$ cat config.mk
export PLATFORM = sky130hd
export DESIGN_NAME = serial_add_ctrl
export DESIGN_NICKNAME = d
export VERILOG_FILES = /design/src/rtl/serial_add_ctrl.sv
export SDC_FILE = /design/constraint.sdc
export NUM_CORES = 1
export LEC_CHECK = 0
export BUFFER_PORTS_ARGS = -buffer_cell sky130_fd_sc_hd__buf_4
export CAP_MARGIN = 5
export CORE_ASPECT_RATIO = 1.1
export CORE_MARGIN = 2
export CORE_UTILIZATION = 55
export DETAILED_ROUTE_END_ITERATION = 8
export MAX_ROUTING_LAYER = met4
export PLACE_DENSITY = 0.95
export SLEW_MARGIN = 20
export SYNTH_ARGS = -nofsm -noshare
export SYNTH_HDL_FRONTEND = slang
export SYNTH_SLANG_ARGS = --single-unit
$ cat constraint.sdc
create_clock -name clk -period 4.05 [get_ports clk]
set_input_delay 0.81 -clock clk [delete_from_list [all_inputs] [get_ports clk]]
set_output_delay 0.81 -clock clk [all_outputs]
set_load 0.05 [all_outputs]
$ cat src/rtl/serial_add_ctrl.sv
// rtl/serial_add_ctrl.sv - word-serial sequencer around an external Adder; optional subtract via SERIAL_ADD_SUB_EN
module serial_add_ctrl #(
    parameter int DATA_WIDTH = 8,
    parameter int NUM_WORDS  = 4
) (
    input  logic                             clk,
    input  logic                             rst,
    input  logic                             start,
    input  logic [DATA_WIDTH*NUM_WORDS-1:0]  a_in,
    input  logic [DATA_WIDTH*NUM_WORDS-1:0]  b_in,
    input  logic                             cin_in,
`ifdef SERIAL_ADD_SUB_EN
    input  logic                             sub,
`endif
    output logic [DATA_WIDTH-1:0]            add_in0,
    output logic [DATA_WIDTH-1:0]            add_in1,
    output logic                             add_cin,
    input  logic [DATA_WIDTH-1:0]            add_sum,
    input  logic                             add_cout,
    output logic                             busy,
    output logic                             done,
    output logic [DATA_WIDTH*NUM_WORDS-1:0]  result,
    output logic                             cout,
    output logic                             overflow
);
    localparam int TW    = DATA_WIDTH * NUM_WORDS;
    localparam int IDX_W = $clog2(NUM_WORDS);

    typedef enum logic [1:0] {S_IDLE, S_RUN, S_DONE} state_t;

    state_t            state_q, state_d;
    logic [IDX_W-1:0]  idx_q, idx_d;
    logic              carry_q, carry_d;
    logic [TW-1:0]     a_q, a_d, b_q, b_d, result_q, result_d;
    logic              cout_q, cout_d, ovf_q, ovf_d;
    logic              sub_q, sub_d;
    logic [DATA_WIDTH-1:0] a_word, b_word, b_eff;

`ifdef SERIAL_ADD_SUB_EN
    logic sub_sel;
    assign sub_sel = sub;
`else
    logic sub_sel;
    assign sub_sel = 1'b0;
`endif

    always_ff @(posedge clk) begin
        if (rst) begin
            state_q  <= S_IDLE;
            idx_q    <= '0;
            carry_q  <= 1'b0;
            a_q      <= '0;
            b_q      <= '0;
            result_q <= '0;
            cout_q   <= 1'b0;
            ovf_q    <= 1'b0;
            sub_q    <= 1'b0;
        end else begin
            state_q  <= state_d;
            idx_q    <= idx_d;
            carry_q  <= carry_d;
            a_q      <= a_d;
            b_q      <= b_d;
            result_q <= result_d;
            cout_q   <= cout_d;
            ovf_q    <= ovf_d;
            sub_q    <= sub_d;
        end
    end

    // Word select muxes over the latched operands
    always_comb begin
        a_word = '0;
        b_word = '0;
        for (int w = 0; w < NUM_WORDS; w++) begin
            if (idx_q == IDX_W'(w)) begin
                a_word = a_q[w*DATA_WIDTH +: DATA_WIDTH];
                b_word = b_q[w*DATA_WIDTH +: DATA_WIDTH];
            end
        end
        b_eff = sub_q ? ~b_word : b_word;
    end

    always_comb begin
        state_d  = state_q;
        idx_d    = idx_q;
        carry_d  = carry_q;
        a_d      = a_q;
        b_d      = b_q;
        result_d = result_q;
        cout_d   = cout_q;
        ovf_d    = ovf_q;
        sub_d    = sub_q;
        add_in0  = '0;
        add_in1  = '0;
        add_cin  = 1'b0;
        case (state_q)
            S_IDLE: begin
                if (start) begin
                    a_d      = a_in;
                    b_d      = b_in;
                    sub_d    = sub_sel;
                    carry_d  = sub_sel ? 1'b1 : cin_in;
                    idx_d    = '0;
                    result_d = '0;
                    cout_d   = 1'b0;
                    ovf_d    = 1'b0;
                    state_d  = S_RUN;
                end
            end
            S_RUN: begin
                add_in0 = a_word;
                add_in1 = b_eff;
                add_cin = carry_q;
                for (int w = 0; w < NUM_WORDS; w++) begin
                    if (idx_q == IDX_W'(w)) begin
                        result_d[w*DATA_WIDTH +: DATA_WIDTH] = add_sum;
                    end
                end
                carry_d = add_cout;
                idx_d   = idx_q + 1'b1;
                if (idx_q == IDX_W'(NUM_WORDS - 1)) begin
                    cout_d  = add_cout;
                    ovf_d   = (a_word[DATA_WIDTH-1] == b_eff[DATA_WIDTH-1]) &&
                              (add_sum[DATA_WIDTH-1] != a_word[DATA_WIDTH-1]);
                    state_d = S_DONE;
                end
            end
            S_DONE: begin
                state_d = S_IDLE;
            end
            default: begin
                state_d = S_IDLE;
            end
        endcase
    end

    assign busy     = (state_q != S_IDLE);
    assign done     = (state_q == S_DONE);
    assign result   = result_q;
    assign cout     = cout_q;
    assign overflow = ovf_q;
endmodule

==> flow_summary_export.csv, run 1 <==
group,metric,value,unit
run_status,status,"finished, final reports clean",
sta,finalSetupTns,0,ns
cts,postCtsSetupBuffers,0,
critical_path,regToRegSetupSlack,1.47,ns
floorplan,coreArea,7470,um^2
grt,grt_pass1_vias,4013,
cts,clk_pin_slew,0.10,ns
placed_design,port_buffers,129,
power,ir_drop,0.235,mV
synth,synth_cell_types,27,
cts,cts-root-buf,"clkbuf_8",
synth,ys_seq_area_share,48.6,%
power,p_leak,2.29,nW
drt,firstDrtPassIters,5,
cts,numCtsBuffers,9,
flow_run,drv_cap,0,
layout,area_delta_synth_final,27.4,%
critical_path,cp_max_fo,33,
drt,avgRoutedWirePerCell,16.0,um
power,pwr_density_cell,380,nW/um^2
layout,nets,712,
synth,synth.area.top_cells,"dfxtp_1, nand2_1, a21oi_1, a22oi_1, and3b_1",
layout,n_antenna_cell,0,
critical_path,crit_type,"reg2out",
drt,routed-via-count,4179,
sta,fin_skew,0.00738,ns
synth,synth_area_leader_cell,"dfxtp_1",
layout,fill_cells,539,
sta,finalCritPeriodShare,84.7,%
synth,mappedNetlistArea,4240,um^2
critical_path,critPathBufInv,2,
floorplan,dieWidth,87.7,um
synth,synth_seq_cells,103,
drt,drt_iter0_drc,338,
cts,cts_hold_buffers,0,
critical_path,crit_arrival,2.62,ns
sta,finalWorstSetupSlack,0.619,ns
cts,cts_tree,"done",
sta,max_slew.worst_pin.slew,0.994,ns
floorplan,io_pins,130,
placed_design,pre_cts_slack,0.993,ns
floorplan,rows,33,
layout,fin_util,72.3,%
synth,syn_avg_cell_area,8.05,um^2
placed_design,gp_congestion,0.911,
floorplan,chipHeight,96.1,um
grt,antenna_found_initial,0,
synth,yosysWarnings,0,
synth,syn_nets,608,
critical_path,start_kind,"register",
drt,ant_nets,0,
critical_path,cpPeakStageDelay,0.81,ns
synth,syn_inst,527,
grt,grt_usage,29.4,%
critical_path,crit_path_top_delay_cell,"ha_1",
critical_path,crit_chain,"inv_1 > ha_1 > and3b_1 > a211oi_1 > a211o_1 > a21oi_1 > buf_4",
min_path,hold_path_class,"reg2reg",
cts,insertion_delay,0.36,ns
grt,grt_first_pass_wirelength,19000,um
grt,grt_overflow,0,
critical_path,crit_family,"adder cells",
cts,cts.path.max_buffers,2,
synth,synth_top_cell_area_share,48.6,%
power,finalPower,2.06,mW
cts,htree_levels,3,
drt,viasPerCell,5.64,
critical_path,cp-end-kind,"output pin",
sta,max_slew_margin,33.8,%
sta,timing.fmax,291,MHz
sta,setup_viol,0,
sta,slew_viol_final,0,
floorplan,initial_core_util,56.7,%
cts,cts_sinks,103,
sta,grt_setup_unrepaired,"false",
grt,grt_max_degree,95,
layout,drive_above_1_share,24.4,%
cts,ctsResizeCount,0,
drt,wl,11800,um
sta,fin_crit,3.43,ns
placed_design,place_hpwl,8160,um
floorplan,fp.dieArea,8430,um^2
critical_path,worst_ep_required_time,3.24,ns
sta,hold_ws,0.461,ns
sta,finalHoldViolCount,0,
drt,drc,0,
## worst paths after layout
path | start | to | cells past startpoint
min reg2reg | a_q[16] | a_q[16] | 2
max | idx_q[1] | add_in0[4] | 7
min | a_q[16] | a_q[16] | 2
max reg2reg | idx_q[1] | overflow | 6
## cell usage after synthesis
library cell	number
a211oi_1	16
nand2b_1	1
inv_1	19
buf_1	2
a21oi_1	81
a22o_1	9
or4b_1	1
clkbuf_1	26
nor2_1	32
dfxtp_1	103
and2_1	1
a221o_1	2
nand4_1	1
nor3b_2	1
nand2_1	146
ha_1	4
and3b_1	17
nand3b_1	2
a211o_1	14
a22oi_1	25
buf_2	11
nand3_1	4
a211oi_2	1
nor2b_1	2
nor3b_1	3
nor2_2	1
buf_4	2
## power breakdown
group / leakage, nW / switching, mW / internal [mW]
sequential: 0.841 / 0.0293 / 1.06
clock: 0.0914 / 0.383 / 0.239
combinational: 1.36 / 0.209 / 0.134
## routing by layer
layer	routed length, um	up-vias	track usage (%)	part of all wire, %
met2	5780	212	48.5	49
li1	-	2008	-	-
met3	952	25	5.32	8.1
met5	0	-	-	0
met1	4890	1934	37.3	41
met4	193	0	7.82	1.6
## cell type report
class,instances,area [um^2],area share [%]
clock buffer,9,124,2.29
clock inverter,7,66.3,1.23
inverter,19,71.3,1.32
multi-input combinational,364,1940,36.0
sequential,103,2060,38.2
tap,105,131,2.43
timing repair buffer,134,1010,18.6
## state kept, by name (all words and copies together) (netlist names)
register and count:
result 32, overflow 1, a_q 32, cout 1, b_q 32, idx_q 2, carry_q 1, state_q 2
## cells by family (layout without fill, tap and decap cells)
family	count (synthesis)	after routing	synth area share [%]
buffers and inverters	60	169	5.81
AND/OR/NAND/NOR	212	212	22.0
adder cells (fa/ha/maj)	4	4	1.18
flip-flops	103	103	48.6
AO/OA/AOI/OAI	148	148	22.3
## worst min-delay path: cells and delay by family, from the launching register on
kind | cells | cell delay, ns
flip-flops | 1 | 0.32
AND/OR/NAND/NOR | 1 | 0.05
AO/OA/AOI/OAI | 1 | 0.05
## layout by cell type, fill, tap and decap left out
master and instances:
a211o_1 14, a211oi_1 16, a211oi_2 1, a21oi_1 81, a221o_1 2, a22o_1 9
a22oi_1 25, and2_1 1, and3b_1 17, buf_4 134, clkbuf_8 9, clkinv_4 2
clkinvlp_4 2, dfxtp_1 103, ha_1 3, ha_2 1, inv_1 19, inv_8 3
nand2_1 145, nand2_2 1, nand2b_1 1, nand3_1 4, nand3b_1 2, nand4_1 1
nor2_1 32, nor2_2 1, nor2b_1 2, nor3b_1 3, nor3b_4 1, or4b_1 1
## per-stage QoR
stage,cells,cell area (um^2)
6_report,741,5400
5_1_grt,741,5400
4_1_cts,741,5400
3_5_place_dp,725,5210
3_3_place_gp,725,5210
2_1_floorplan,527,4240
No activity file was read; power rests on OpenSTA's default activity.
==> run 2: changes to the inputs <==
--- a/config.mk
+++ b/config.mk
@@ -9,10 +9,10 @@
 export CAP_MARGIN = 5
 export CORE_ASPECT_RATIO = 1.1
 export CORE_MARGIN = 2
-export CORE_UTILIZATION = 55
+export CORE_UTILIZATION = 51
 export DETAILED_ROUTE_END_ITERATION = 8
 export MAX_ROUTING_LAYER = met4
-export PLACE_DENSITY = 0.95
+export PLACE_DENSITY = 0.89
 export SLEW_MARGIN = 20
 export SYNTH_ARGS = -nofsm -noshare
 export SYNTH_HDL_FRONTEND = slang
==> constraint.sdc (replaced) <==
create_clock -name clk -period 3.45 [get_ports clk]
set_input_delay 0.69 -clock clk [delete_from_list [all_inputs] [get_ports clk]]
set_output_delay 0.69 -clock clk [all_outputs]
set_load 0.05 [all_outputs]
==> flow_summary_export.csv, run 2 (synthesis gave the netlist of run 1 again) <==
group,metric,value,unit
placed_design,gp_congestion,0.832,
layout,mostFrequentLayoutCell,"nand2_1",
power,pwr_density_cell,454,nW/um^2
sta,finalHoldViolCount,0,
power,swShare,29.1,%
power,p_sw,0.722,mW
sta,max_slew_margin,36.6,%
cts,cts_hold_buffers,0,
grt,grt_max_degree,94,
placed_design,place_hpwl,8180,um
critical_path,cpPeakStageDelay,0.51,ns
floorplan,coreArea,8000,um^2
cts,clk_pin_slew,0.10,ns
layout,multi_input_area,1940,um^2
power,pwr-share-clk,32.0,%
drt,wl,12000,um
placed_design,port_buffers,129,
critical_path,r2r_start,"idx_q[1]",
floorplan,dieWidth,90.9,um
grt,grt_pass1_vias,3950,
sta,timing.fmax,328,MHz
cts,cts.path.max_buffers,2,
drt,drt_iter0_drc,430,
sta,grt_setup_unrepaired,"false",
grt,grt_first_pass_wirelength,19200,um
cts,postCtsSetupBuffers,0,
drt,firstDrtPassIters,5,
drt,avgRoutedWirePerCell,16.1,um
layout,n_antenna_cell,0,
cts,cts-root-buf,"clkbuf_8",
grt,grt_usage,26.7,%
layout,fill_cells,657,
layout,fin_util,68.3,%
floorplan,io_pins,130,
grt,grt_overflow,0,
floorplan,initial_core_util,53.0,%
critical_path,crit_type,"reg2out",
sta,finalSetupTns,0,ns
drt,ant_nets,0,
min_path,hold_start,"b_q[3]",
layout,final_area,5460,um^2
critical_path,crit_chain,"inv_1 > ha_1 > and3b_1 > a211oi_1 > a211o_1 > a21oi_1 > buf_4",
run_status,status,"finished, final reports clean",
power,pwr-share-seq,51.5,%
sta,setup_viol,0,
cts,numCtsBuffers,9,
drt,drc,0,
placed_design,dpl-instance-area,5250,um^2
min_path,hold_path_class,"reg2reg",
power,p_int,1.76,mW
power,p_leak,2.33,nW
critical_path,worst_ep_required_time,2.76,ns
layout,drive_above_1_share,24.8,%
cts,htree_levels,3,
critical_path,crit_arrival,2.36,ns
sta,max_slew.worst_pin.slew,0.951,ns
grt,antenna_found_initial,0,
floorplan,fp.dieArea,9060,um^2
layout,area_delta_synth_final,28.7,%
layout,seq_area,2060,um^2
drt,routed-via-count,4191,
sta,fin_skew,0.0121,ns
cts,cts_sinks,103,
flow_run,drv_cap,0,
layout,nets,716,
critical_path,start_kind,"register",
sta,slew_viol_final,0,
sta,finalCritPeriodShare,88.5,%
power,pwr-share-comb,16.4,%
critical_path,crit_path_top_delay_cell,"ha_1",
critical_path,cp_max_fo,17,
cts,cts_tree,"done",
sta,fin_crit,3.05,ns
critical_path,critPathLaunch,"idx_q[0]",
cts,ctsResizeCount,0,
cts,insertion_delay,0.36,ns
floorplan,chipHeight,99.6,um
floorplan,rows,34,
power,ir_drop,0.272,mV
critical_path,cp-end-kind,"output pin",
drt,viasPerCell,5.60,
layout,final_cell_mix,"nand2_1, buf_4, dfxtp_1",
-- run 2: cell count changes in the layout (fill, tap and decap cells not counted), sizes merged --
cell / delta
clkinvlp: -2
buf: +4
inv: +1
bufinv: +1
-- run 2: power by group through the flow --
stage               sequential (mW)  combinational (mW)  clock [mW]
floorplan                      1.32               0.231           0
global placement               1.30               0.389           0
detailed placement             1.30               0.401           0
CTS                            1.28               0.404       0.800
global route                   1.29               0.439       0.861
finish                         1.28               0.408       0.795
-- run 2: worst max-delay path: cells and delay by family, from the launching register on --
family | cells | cell delay, ns
adder cells (fa/ha/maj) | 1 | 0.51
buffers and inverters | 2 | 0.35
AND/OR/NAND/NOR | 1 | 0.25
AO/OA/AOI/OAI | 3 | 0.54
flip-flops | 1 | 0.35
-- run 2: routing by layer --
metal / vias to the layer above / share of wire (%) / global-route usage (%)
met5: - / 0 / -
met4: 0 / 0.66 / 4.90
met3: 10 / 8.6 / 6.97
met2: 183 / 49 / 44.2
met1: 1996 / 41 / 33.5
li1: 2002 / - / -
-- run 2: worst paths after layout --
kind / endpoint / slack, ns / depth (start not counted)
max: add_in0[2] / 0.40 / 7
min: b_q[3] / 0.46 / 2
max reg2reg: overflow / 1.24 / 6
min reg2reg: b_q[3] / 0.46 / 2
-- run 2: final cells by class --
type                    instances  share of cell area (%)
clock buffers                   9                    2.27
clock inverters                 7                    1.60
inverters                      19                    1.31
multi-input cells             364                    35.6
flip-flops and latches        103                    37.8
well taps                     108                    2.48
repair buffers                138                    19.0
-- run 2: metrics by stage --
| step | hold WS [ns] | power (mW) | setup slack (ns) | instances |
|---|---|---|---|---|
| after floorplan | 0.432 | 1.55 | 0.647 | 527 |
| after global placement | 0.438 | 1.69 | 0.676 | 732 |
| after detailed placement | 0.446 | 1.71 | 0.580 | 732 |
| after CTS | 0.460 | 2.48 | 0.179 | 748 |
| after global routing | 0.473 | 2.59 | 0.265 | 748 |
| final | 0.457 | 2.48 | 0.397 | 748 |
